### src/rtl/seq_alu.sv
// rtl/seq_alu.sv - registered NOT/NAND/ADD/MUL ALU with valid/ready handshakes
// MUL runs one shift-add partial product per cycle; the other ops finish on the accept edge.
module seq_alu #(
  parameter int WIDTH = 4
) (
  input  logic               clk,
  input  logic               rst_n,
  input  logic               in_valid,
  output logic               in_ready,
  input  logic [WIDTH-1:0]   A,
  input  logic [WIDTH-1:0]   B,
  input  logic [1:0]         sel,
  output logic               out_valid,
  input  logic               out_ready,
  output logic [2*WIDTH-1:0] Y,
  output logic               zero,
  output logic               carry
);

  localparam int CW = $clog2(WIDTH + 1);

  typedef enum logic [1:0] {S_IDLE, S_MUL, S_DONE} state_t;

  state_t               r_state, w_state_nxt;
  logic [WIDTH-1:0]     r_mcand, w_mcand_nxt;
  logic [WIDTH-1:0]     r_mplier, w_mplier_nxt;
  logic [2*WIDTH-2:0]   r_acc, w_acc_nxt;
  logic [CW-1:0]        r_cnt, w_cnt_nxt;
  logic [2*WIDTH-1:0]   r_y, w_y_nxt;
  logic                 r_zero, r_carry;
  logic                 w_carry_nxt, w_y_load;
  logic [WIDTH:0]       w_add, w_psum;
  logic [2*WIDTH-1:0]   w_prod;

  // r_acc holds bits [2W-1:1] of the accumulator; bit 0 would only ever hold a shifted-out zero.
  assign w_add  = {1'b0, A} + {1'b0, B};
  assign w_psum = {1'b0, r_acc[2*WIDTH-2:WIDTH-1]} + (r_mplier[0] ? {1'b0, r_mcand} : '0);
  assign w_prod = {w_psum, r_acc[WIDTH-2:0]};

  always_comb begin
    w_state_nxt  = r_state;
    w_mcand_nxt  = r_mcand;
    w_mplier_nxt = r_mplier;
    w_acc_nxt    = r_acc;
    w_cnt_nxt    = r_cnt;
    w_y_nxt      = r_y;
    w_carry_nxt  = 1'b0;
    w_y_load     = 1'b0;
    in_ready     = 1'b0;
    out_valid    = 1'b0;
    unique case (r_state)
      S_IDLE: begin
        in_ready = 1'b1;
        if (in_valid) begin
          w_state_nxt = S_DONE;
          w_y_load    = 1'b1;
          unique case (sel)
            2'b00: w_y_nxt = {A, ~A};
            2'b01: w_y_nxt = {{WIDTH{1'b0}}, ~(A & B)};
            2'b10: begin
              w_y_nxt     = {{(WIDTH-1){1'b0}}, w_add};
              w_carry_nxt = w_add[WIDTH];
            end
            default: begin
              w_y_load     = 1'b0;
              w_mcand_nxt  = A;
              w_mplier_nxt = B;
              w_acc_nxt    = '0;
              w_cnt_nxt    = CW'(WIDTH);
              w_state_nxt  = S_MUL;
            end
          endcase
        end
      end
      S_MUL: begin
        w_acc_nxt    = w_prod[2*WIDTH-1:1];
        w_mplier_nxt = r_mplier >> 1;
        w_cnt_nxt    = r_cnt - CW'(1);
        if (r_cnt == CW'(1)) begin
          w_y_nxt     = w_prod;
          w_y_load    = 1'b1;
          w_state_nxt = S_DONE;
        end
      end
      S_DONE: begin
        out_valid = 1'b1;
        if (out_ready) begin
          w_state_nxt = S_IDLE;
        end
      end
      default: w_state_nxt = S_IDLE;
    endcase
  end

  always_ff @(posedge clk or negedge rst_n) begin
    if (!rst_n) begin
      r_state  <= S_IDLE;
      r_mcand  <= '0;
      r_mplier <= '0;
      r_acc    <= '0;
      r_cnt    <= '0;
      r_y      <= '0;
      r_zero   <= 1'b0;
      r_carry  <= 1'b0;
    end else begin
      r_state  <= w_state_nxt;
      r_mcand  <= w_mcand_nxt;
      r_mplier <= w_mplier_nxt;
      r_acc    <= w_acc_nxt;
      r_cnt    <= w_cnt_nxt;
      if (w_y_load) begin
        r_y     <= w_y_nxt;
        r_zero  <= (w_y_nxt == '0);
        r_carry <= w_carry_nxt;
      end
    end
  end

  assign Y     = r_y;
  assign zero  = r_zero;
  assign carry = r_carry;

endmodule

### config.mk
export PLATFORM = sky130hd
export DESIGN_NAME = seq_alu
export DESIGN_NICKNAME = d
export VERILOG_FILES = /design/src/rtl/seq_alu.sv
export SDC_FILE = /design/constraint.sdc
export NUM_CORES = 1
export LEC_CHECK = 0
export CORE_UTILIZATION = 49
export DETAILED_ROUTE_END_ITERATION = 6
export PLACE_DENSITY = 0.76
export SLEW_MARGIN = 20
export SYNTH_ARGS = -nofsm -noshare
export SYNTH_HDL_FRONTEND = slang
export SYNTH_SLANG_ARGS = --single-unit
### constraint.sdc
create_clock -name clk -period 2.2 [get_ports clk]
set_input_delay 0.44 -clock clk [delete_from_list [all_inputs] [get_ports clk]]
set_output_delay 0.44 -clock clk [all_outputs]
set_load 0.05 [all_outputs]
== Word level (Yosys, flattened, before mapping) ==
Index checks and enable logic that the tools add are counted.
Storage, ports and cells
  flip-flop bits (word level): 30
  output and inout port bits: 12
  input bits: 14
  logic and storage cells: 60
Cells by class
  $add $sub $neg: 3
  bitwise logic cells: 4
  multiplexer cells: 28
  equal/unequal tests: 9
  reduce and logical (&&, ||, !) cells: 8
Operator list (count)
  $pmux 8 s3: 1
  $mux 8: 2
  $pmux 8 s2: 1
  $mux 7: 2
  $pmux 7 s2: 1
  $mux 4: 3
  $add 4x4->5: 2
  $reduce_and 3->1: 3
  $logic_not 8->1: 1
  $mux 1: 8
  $mux 2: 4
  $ne 2x2->1 const B: 4
  $not 4->4: 2
  $pmux 4 s2: 1
  $mux 3: 2
  $pmux 2 s3: 1
  $pmux 3 s2: 1
  $and 4x4->4: 1
  $eq 2x1->1 const B: 2
  $eq 2x2->1 const B: 2
  $logic_not 2->1: 2
  $eq 3x1->1 const B: 1
  $reduce_or 3->1: 1
  $sub 3x1->3 const B: 1
  3 further kinds: 3

== Logic depth before layout (Yosys ltp) ==
Gate-level depths: netlist of the first run.
  depth after elaboration: 6
  mapped depth: 9

== Least setup slack after synthesis of the first run ==
OpenSTA, ideal clock, no wires.
  path kind: reg2reg
  start: register r_mplier[0]
  end: register r_zero (netlist: zero)
  arrival: 2.193 ns
  path slack: -0.097 ns
  setup time: 0.103 ns
  period minus slack after synthesis: 2.297 ns
  buffers on the path: 0
  stages on the path, launching flop included: 10
  cells stage by stage: dfrtp_1 > and2_1 > ha_1 > fa_1 > a21o_1 > a21oi_1 > nor2_1 > a211o_1 > nand4b_1 > o41ai_2
Between the ends
  cells in the longest elaborated chain, start to end: 5
RTL lines
  start, declared: RTL line 26  | logic [WIDTH-1:0] r_mplier, w_mplier_nxt;
  start signal, assigned: RTL line 108  | r_mplier <= w_mplier_nxt;
  $mux 4: RTL line 37  | assign w_psum = {1'b0, r_acc[2*WIDTH-2:WIDTH-1]} + (r_mplier[0] ? {1'b0, r_mcand} : '0);
  $add 4x4->5: RTL line 37
  $mux 8: RTL line 79  | if (r_cnt == CW'(1)) begin
  $pmux 8 s2: RTL line 51  | unique case (r_state)
  $logic_not 8->1: RTL line 113  | r_zero <= (w_y_nxt == '0);
  end signal, assigned: RTL line 113
  end, declared: RTL line 30  | logic r_zero, r_carry;
Every way passes these cells.
A chain may end at the register's enable or synchronous reset.

== Worst setup path in the final report of the first run ==
Ends and elaborated chain as after synthesis.

==> impl_metrics.json, run 1 <==
{
  "status": "finished, violations left",
  "violations": "setup timing",
  "cts_inserted_buffers": 5,
  "vias": 1760,
  "whs_ns": 0.4806,
  "fin_ws_ns": -0.0007168,
  "rows": 21,
  "total_power_mw": 3.363,
  "max_slew_margin": 0.6701,
  "fillers": 269,
  "drt_first_iter_violations": 200,
  "grt_usage": 0.2754,
  "hpwl_um": 3612,
  "grt_pass1_vias": 1684,
  "slew_violations": 0,
  "synth.avg_cell_area_um2": 8.776,
  "io-pin-count": 26,
  "postRouteAntennaNets": 0,
  "required_ns": 2.39,
  "cts_tree": "built",
  "clock_sinks": 30,
  "grt_max_degree": 31,
  "r2r_cells": 9,
  "rrSetupSlack_ns": -0.0007,
  "p_per_area_nw_per_um2": 1329,
  "final_util": 0.7294,
  "clk-insertion-delay-late_ns": 0.29,
  "finalClockSkew_ns": 0.009285,
  "endpoint": "zero",
  "h-tree-depth": 2,
  "die-area_um2": 3992,
  "post-route-period-util": 1.000,
  "max_freq_mhz": 454.4,
  "crit_path_start": "r_mplier[0]",
  "nets": 294,
  "synth.top_cells.by_count": "nand2_1 (45), dfrtp_1 (30), nand3_1 (15)",
  "start_util": 0.5289,
  "worstPathArrival_ns": 2.39,
  "die_h_um": 63.19,
  "synth_area_leader_cell": "dfrtp_1",
  "routedWlPerCell_um": 15.99,
  "finalSetupViolCount": 1,
  "yosysSeqAreaShare": 0.4093,
  "wl_um": 5038,
  "min_period_ns": 2.201,
  "grt_pass1_wl_um": 8376,
  "die_w_um": 63.19,
  "peakVddDrop_mv": 0.9408,
  "cp-end-kind": "flip-flop",
  "finalHoldViolations": 0,
  "yosys_warnings": 0,
  "core_area_um2": 3468,
  "cts-root-buf": "clkbuf_8",
  "cts_buffer_depth": 2,
  "portBuffers": 25,
  "tightestPinTransition_ns": 0.4933,
  "mappedNetlistNets": 235,
  "worstReg2RegStart": "r_mplier[0]",
  "netlist.area_leader.share": 0.4093,
  "synth_edf_count": 0,
  "clk_pin_slew_ns": 0.07,
  "leakagePower_nw": 1.252,
  "rsz0062_at_grt": "true",
  "drcViolationCount": 0,
  "setup.worst_path.class": "flip-flop to flip-flop",
  "antenna_found_initial": 0,
  "cp_max_fo": 2,
  "rr_endpoint": "zero",
  "first_pass_iters": 4,
  "maxCapViolations": 0,
  "ys_seq_elements": 30,
  "via_per_inst": 5.587,
  "syn_area_um2": 1834,
  "yosys.cell_count.top_type": "nand2_1",
  "synthToLayoutAreaGrowth_pct": 37.93,
  "syn_inst": 209,
  "antenna_cells": 0,
  "place_area_um2": 2352,
  "grt_overflow": 0,
  "place.gp.congestion": 0.9533,
  "ys_types": 43,
  "synth_area_leaders": "dfrtp_1 (41%), nand2_1 (9.2%), ha_1 (6.8%)",
  "synth_ff_type": "dfrtp_1",
  "hp-class": "flip-flop to flip-flop",
  "cp-start-kind": "flip-flop",
  "postSynth.asyncResetShare": 1.000,
  "fin_area_um2": 2530,
  "drive_gt1_frac": 0.2416
}
[state kept, by name, summed over array words and instances (netlist names)]
| register | flops |
|---|---|
| zero | 1 |
| carry | 1 |
| r_mplier | 4 |
| Y | 8 |
| r_cnt | 3 |
| r_state | 2 |
| r_mcand | 4 |
| r_acc | 7 |
[placed cells by master, fill, tap and decap left out, types with 2 or more instances in the layout]
| cell | count |
|---|---|
| nand2_1 | 45 |
| buf_4 | 37 |
| dfrtp_1 | 30 |
| clkdlybuf4s50_1 | 19 |
| nand3_1 | 15 |
| o21ai_0 | 10 |
| nor2_1 | 9 |
| a21oi_1 | 7 |
| ha_1 | 7 |
| inv_1 | 6 |
| clkbuf_8 | 6 |
| nand2b_1 | 5 |
| nor2b_1 | 4 |
| nand4_1 | 3 |
| a22oi_1 | 3 |
| a21o_1 | 3 |
| mux2i_1 | 3 |
| a31oi_1 | 3 |
| and3_1 | 3 |
| and2_4 | 2 |
| and2_1 | 2 |
| o22ai_1 | 2 |
| nor3_1 | 2 |
| xnor2_1 | 2 |
| a211oi_2 | 2 |
| a22o_1 | 2 |
| o31ai_1 | 2 |
| nand3b_1 | 2 |
| o211ai_1 | 2 |
| nand4b_1 | 2 |
| fa_2 | 2 |
| ha_2 | 2 |
| dlygate4sd2_1 | 2 |
| dlymetal6s2s_1 | 2 |
[through the flow]
stage / worst slack, ns / setup TNS (ns) / std cells
after CTS: -0.04728 / -0.04728 / 313
after detailed placement: -0.4605 / -1.322 / 304
after floorplan: 0.04167 / 0 / 209
after global routing: -0.06534 / -0.06534 / 315
after global placement: -0.4224 / -1.236 / 304
final: -0.0007168 / -0.0007168 / 315
[routing by layer]
metal	track usage	vias up	part of all wire
met3	0.06703	9	0.066
met1	0.3852	834	0.46
li1	-	852	-
met2	0.4220	65	0.46
met5	0	-	0
met4	0.07955	0	0.015
[report_power, final]
part | total, mW | switching (mW) | internal (mW)
Sequential | 0.972 | 0.190 | 0.782
Clock | 0.468 | 0.217 | 0.251
Combinational | 1.92 | 1.11 | 0.814
Total | 3.36 | 1.52 | 1.85
[how the worst min path moves through the flow]
stage | to | from | slack, ns | depth (start not counted)
after floorplan | Y[0] | rst_n | 0.14 | 0
after global placement | r_mcand[0] | r_mcand[0] | 0.45 | 2
after detailed placement | r_mcand[0] | r_mcand[0] | 0.46 | 2
after CTS | r_mcand[2] | r_mcand[2] | 0.48 | 2
after global routing | zero | zero | 0.52 | 2
final | r_mcand[3] | r_mcand[3] | 0.48 | 2
[kinds of logic after synthesis]
family / share of synthesized area
muxes: 0.01637
xor gates and xnor gates: 0.01433
DFF: 0.4093
and+or+nand+nor: 0.2722
buffers and inverters: 0.03684
AOI/OAI and AO/OA: 0.1610
adders and majority gates: 0.09004
[critical path: stages, from the launching register on]
cell and delay, ns:
dfrtp_1 0.40, and2_4 0.16, ha_4 0.16, fa_2 0.36, a21o_1 0.18, a21oi_2 0.13
nor2_1 0.06, a211o_1 0.26, nand4b_1 0.19, o41ai_2 0.22
[final cells by class]
cell class / count / area, um2 / area share
multi-input combinational: 163 / 1079 / 0.4263
tap: 46 / 57.56 / 0.02275
inverter: 7 / 26.28 / 0.01039
timing repair buffer: 61 / 521.8 / 0.2062
clock inverter: 2 / 12.51 / 0.004946
sequential: 30 / 750.7 / 0.2967
clock buffer: 6 / 82.58 / 0.03264
[timing repair]
item,in CTS,in global routing
hold buffers,0,0
setup endpoints to repair,2,1
gates resized for setup,11,6
buffers inserted,1,2
pin swaps,9,5
Note: power is estimated with default switching activity, not from simulation.
==> inputs of run 2 (changes only) <==
--- a/config.mk
+++ b/config.mk
@@ -8,7 +8,8 @@
 export CORE_UTILIZATION = 49
 export DETAILED_ROUTE_END_ITERATION = 6
 export PLACE_DENSITY = 0.76
-export SLEW_MARGIN = 20
+export REMOVE_ABC_BUFFERS = 1
+export SLEW_MARGIN = 10
 export SYNTH_ARGS = -nofsm -noshare
 export SYNTH_HDL_FRONTEND = slang
 export SYNTH_SLANG_ARGS = --single-unit
==> run 2 against run 1 <==
  * The flow still finishes with violations (setup timing)
  * Clock power barely moved
  * Critical path depth stayed put
  * Core utilization is 0.43 points lower
  * Design area is 0.59% lower
  * Clock skew rose by 0.0019 ns
  * First-iteration DRC count down 34%
  * Global-route usage rose by 0.74 points
  * Clock-buffer cell count is 1 higher
  * Hold slack worse by 0.010 ns
  * Highest routed layer unchanged
  * Via count grew 1.3%
==> impl_metrics.json, run 2 (synthesis results as in run 1) <==
{
  "drive_gt1_frac": 0.2288,
  "power_switching_mw": 1.493,
  "total_power_mw": 3.330,
  "holdBufCountCts": 0,
  "synthToLayoutAreaGrowth_pct": 37.11,
  "finalSetupViolCount": 1,
  "hold_path_end": "r_mcand[1]",
  "die_w_um": 63.19,
  "cp_max_fo": 2,
  "clock_sinks": 30,
  "max_freq_mhz": 447.7,
  "cts_tree": "built",
  "cp_cell_sequence": "and2_4 -> ha_4 -> fa_2 -> a21o_1 -> a21oi_2 -> nor2_1 -> a211o_1 -> nand4b_1 -> o41ai_2",
  "clk-insertion-delay-late_ns": 0.29,
  "rows": 21,
  "p_int_mw": 1.837,
  "antenna_cells": 0,
  "p_per_area_nw_per_um2": 1324,
  "finalHoldViolations": 0,
  "place_area_um2": 2359,
  "cp-end-kind": "flip-flop",
  "leakagePower_nw": 1.250,
  "core_area_um2": 3468,
  "cp_top_family": "compound AO/OA/AOI/OAI gates",
  "swShare": 0.4483,
  "rrSetupSlack_ns": -0.03,
  "largest_reg_flops": 8,
  "hpwl_um": 3621,
  "grt_overflow": 0,
  "rr_endpoint": "zero",
  "worstReg2RegStart": "r_mcand[0]",
  "tightestPinTransition_ns": 0.4959,
  "whs_ns": 0.4701,
  "worstPathArrival_ns": 2.43,
  "p_clk_frac": 0.141,
  "cp-start-kind": "flip-flop",
  "die-area_um2": 3992,
  "postRouteAntennaNets": 0,
  "rsz0062_at_grt": "true",
  "hp-class": "flip-flop to flip-flop",
  "grt_usage": 0.2827,
  "r2r_cells": 9,
  "place.gp.congestion": 0.9628,
  "place_ws_ns": -0.6551,
  "first_pass_iters": 4,
  "cts_inserted_buffers": 5,
  "die_h_um": 63.19,
  "clk_pin_slew_ns": 0.07,
  "vias": 1782,
  "wl_um": 4978,
  "fillers": 291,
  "peakVddDrop_mv": 0.9599,
  "violations": "setup timing",
  "portBuffers": 25,
  "cts_buffer_depth": 2,
  "min_period_ns": 2.234,
  "drt_first_iter_violations": 132,
  "slowest_delay_ns": 0.38,
  "finalClockSkew_ns": 0.01120,
  "cts-root-buf": "clkbuf_8",
  "drcViolationCount": 0,
  "fin_ws_ns": -0.03363,
  "slew_violations": 0,
  "routedWlPerCell_um": 15.70,
  "path_buf_inv": 0,
  "min_from": "r_mcand[1]",
  "nets": 296,
  "final_cell_mix": "nand2_1 (45), buf_4 (40), dfrtp_1 (30)",
  "status": "finished, violations left",
  "max_slew_margin": 0.6684,
  "post-route-period-util": 1.015,
  "grt_pass1_vias": 1800,
  "io-pin-count": 26,
  "start_util": 0.5289,
  "fin_area_um2": 2515,
  "p_seq_frac": 0.297,
  "slowest_stage": "dfrtp_1",
  "p_comb_frac": 0.562,
  "layout_commonest_cell": "nand2_1",
  "h-tree-depth": 2,
  "final_util": 0.7251,
  "maxCapViolations": 0,
  "antenna_found_initial": 0,
  "grt_max_degree": 31,
  "required_ns": 2.39,
  "hold_depth": 2,
  "grt_pass1_wl_um": 8590,
  "setup.worst_path.class": "flip-flop to flip-flop",
  "via_per_inst": 5.621
}
## run 2: changes by cell type in the layout (fill, tap and decap cells not counted), sizes merged
cell	delta
buf	+2
dlygate4sd2	+2
clkbuf	+1
clkdlybuf4s50	-1
clkinvlp	-1
dlymetal6s2s	-1
## run 2: worst register-to-register path, stage by stage (launching register included)
cell,delay [ns]
dfrtp_1,0.38
and2_4,0.17
ha_4,0.16
fa_2,0.36
a21o_1,0.18
a21oi_2,0.14
nor2_1,0.06
a211o_1,0.26
nand4b_1,0.21
o41ai_2,0.22
## run 2: area by class of cell
| cell class | instances | area, um2 | area share |
|---|---|---|---|
| multi-input combinational | 163 | 1061 | 0.4219 |
| sequential | 30 | 750.7 | 0.2985 |
| timing repair buffer | 63 | 528.0 | 0.2100 |
| clock buffer | 7 | 86.33 | 0.03433 |
| tap | 46 | 57.56 | 0.02289 |
| inverter | 7 | 26.28 | 0.01045 |
| clock inverter | 1 | 5.005 | 0.001990 |
## run 2: what timing repair did
item,CTS,global route
setup endpoints to repair,2,2
hold endpoints to repair,0,0
buffers inserted,3,0
cloned,0,0
pin swaps,12,0
gates resized for setup,15,1
## run 2: how the worst max path moves through the flow
| stage | from | end | slack, ns | cells after the start |
|---|---|---|---|---|
| after floorplan | r_mplier[0] | zero | -0.1 | 9 |
| after global placement | B[0] | zero | -0.50 | 9 |
| after detailed placement | B[0] | zero | -0.66 | 9 |
| after CTS | r_mplier[0] | zero | -0.02 | 9 |
| after global routing | r_mplier[0] | zero | -0.15 | 9 |
| final | r_mcand[0] | zero | -0.03 | 9 |
## run 2: power groups by stage
stage          Combinational (mW)  Clock [mW]  Sequential, mW
2_1_floorplan               0.813           0            1.21
3_3_place_gp                 1.73           0           0.973
3_5_place_dp                 1.77           0           0.977
4_1_cts                      1.87       0.468           0.985
5_1_grt                      2.04       0.502            1.02
6_report                     1.87       0.469           0.988
## run 2: per-layer routing
metal	GRT usage	wire, um	vias to the layer above
met4	0.09943	96	0
met5	0	0	-
met1	0.3654	2226	853
li1	-	-	859
met2	0.4503	2336	58
met3	0.08152	317	12
## run 2: stage by stage
stage          cells  TNS [ns]
3_3_place_gp     306    -1.146
5_1_grt          317   -0.1532
6_report         317  -0.03363
4_1_cts          317  -0.02386
2_1_floorplan    200  -0.09657
3_5_place_dp     306    -1.486
==> variant: new RTL, config.mk and constraints of run 1 <==
`WIDTH`: 4 -> 2.
--- a/src/rtl/seq_alu.sv
+++ b/src/rtl/seq_alu.sv
@@ -1,7 +1,7 @@
 // rtl/seq_alu.sv - registered NOT/NAND/ADD/MUL ALU with valid/ready handshakes
 // MUL runs one shift-add partial product per cycle; the other ops finish on the accept edge.
 module seq_alu #(
-  parameter int WIDTH = 4
+  parameter int WIDTH = 2
 ) (
   input  logic               clk,
   input  logic               rst_n,
Interface: changed (resized A, B and Y); port bits go from 26 to 18. The function was not compared with the original's and may differ.
==> variant against run 1 <==
- power fell by 54%
- setup slack better by 0.084 ns
- cell area down 49%
- routed wire length fell by 59%
- sequential cell count down 13
- sequential power fell by 42%
- area after synthesis is 44% lower
- synthesized cell count down 52%
==> variant: results (changes against run 1) <==
Status
  – Status: completed

Clocking
  – Clk slew on worst S/H paths: 0.09 ns (+0.02 ns)
  – Clk Latency, worst-skew pair: 0.28 ns
  – Post-CTS Setup Repair Bufs: 0 (-1)
  – Htree depth: 1 (-1)
  – Cts bufs inserted: 3 (-2)
  – Root buf cell: clkbuf_4

Synth
  – Synth top cells by count: 17 x dfrtp_1, 8 x o21ai_0, 7 x inv_1, 7 x nand2_1, 6 x nand3_1
  – Synth Warn #: 0 (unchanged)
  – Synth area leaders: dfrtp_1 42%, ha_1 4.9%, fa_1 3.9%
  – Seq/Total Area, Yosys: 0.415 (+0.00586)
  – EDFF count, synth: 0 (unchanged)
  – Syn_nets: 117 (-50%)

Timing
  – Slew @ Worst Pin: 0.511 ns (+0.0179 ns)
  – Clock Skews: 0.00186 ns (-0.00743 ns)
  – Final Hold Viols: 0 (unchanged)

Placed design
  – Placed cell area: 1260 um2 (-47%)
  – Port Buffers: 17 (-32%)
  – Gpl congestion: 0.845 (-11%)
  – Setup WS pre-CTS: -0.311 ns (+0.150 ns)
  – DP HPWL: 1660 um (-54%)

Routing
  – Total wire length: 2070 um (-59%)
  – Via count: 826 (-53%)
  – DR iter-0 viols: 10 (-95%)

Power
  – Worst VDD drop: 0.853 mV (-9.3%)
  – Leak: 0.594 nW (-53%)

Critical path
  – Arrival @ worst endpoint: 2.30 ns (-0.09 ns)
  – CP max FO: 2 (unchanged)
  – R2r worst-path depth: 8 (-1)
  – Timing startpoint of the critical path: A[0]
  – Reg-to-reg slack, setup: 0.25 ns (+0.25 ns)
  – CP max-delay cell: clkdlybuf4s50_1
  – Critical R2R Capture: zero
  – Max incr delay on CP: 0.43 ns (+0.03 ns)

Global route
  – Largest net degree at the start of global routing: 18 (-42%)
  – Wire length of the first global-routing pass: 3240 um (-61%)
  – Total Routing Usage GR: 0.209 (-0.0660)
  – Number of global-route vias before repair: 767 (-54%)
  – Initial antenna violation count: 0 (unchanged)

Finish
  – Diodes inserted: 0 (unchanged)
  – Nets: 141 (-52%)
  – Share of cells above drive strength 1: 0.177 (-0.0642)
  – Max reg flops: 4 (-4)
  – Fill count: 175 (-35%)

Worst hold path
  – HP Class: in2async
[variant: cell count changes after synthesis, moves of 3 or more]
| cell | change |
|---|---|
| nand3_1 | -9 |
| dfrtp_1 | -13 |
| clkbuf_1 | -3 |
| nor2_1 | -5 |
| nand2b_1 | -4 |
| nand2_1 | -38 |
| xnor2_1 | -3 |
| ha_1 | -6 |
| a21oi_1 | -7 |
[variant: worst max path at each step]
| stage | endpoint | slack [ns] | depth (start not counted) |
|---|---|---|---|
| 4_1_cts | zero | 0.01 | 7 |
| 6_report | zero | 0.08 | 7 |
| 3_5_place_dp | zero | -0.31 | 7 |
| 2_1_floorplan | zero | 0.24 | 6 |
| 3_3_place_gp | zero | -0.25 | 7 |
| 5_1_grt | zero | 0.02 | 7 |
[variant: stage by stage]
step | cells | hold slack, ns | power (mW) | TNS, ns
after floorplan | 101 | 0.144 | 1.14 | 0
after global placement | 147 | 0.465 | 1.37 | -0.246
after detailed placement | 147 | 0.467 | 1.39 | -0.322
after CTS | 151 | 0.484 | 1.55 | 0
after global routing | 151 | 0.504 | 1.65 | 0
final | 151 | 0.479 | 1.53 | 0
[variant: what timing repair did]
action / CTS / global route
setup endpoints to repair: 0 / 1
hold buffers: 0 / 0
gates resized for setup: 0 / 2
[variant: critical path, delay by kind of cell]
kind | cells | cell delay (ns)
adders and majority gates | 2 | 0.59
buffers and inverters | 1 | 0.43
AOI/OAI and AO/OA | 2 | 0.42
muxes | 1 | 0.31
and+or+nand+nor | 1 | 0.13
[variant: cells by family after synthesis]
logic type | count (synthesis) | share of synthesized area
compound gates | 26 | 0.203
fa+ha+maj | 6 | 0.0879
buf+inv | 13 | 0.0525
flops | 17 | 0.415
mux | 7 | 0.0733
simple gates | 32 | 0.169
[variant: metal layers]
layer	global-route usage	vias to the layer above	wire (um)
met5	0	-	0
li1	-	406	-
met3	0.0340	0	92
met2	0.373	17	1020
met4	0.0500	0	0
met1	0.264	403	951
[variant: power by group]
part	internal [mW]	switching [mW]	leakage, nW
Combinational	0.323	0.488	0.365
Sequential	0.445	0.117	0.214
Clock	0.0702	0.0897	0.0150
Total	0.839	0.695	0.594
[variant: cell type report]
| cell class | count | area [um2] | share of cell area |
|---|---|---|---|
| Multi-Input combinational cell | 71 | 548 | 0.426 |
| Timing Repair Buffer | 25 | 228 | 0.177 |
| Clock buffer | 4 | 26.3 | 0.0204 |
| Tap cell | 27 | 33.8 | 0.0262 |
| Inverter | 7 | 26.3 | 0.0204 |
| Sequential cell | 17 | 425 | 0.330 |
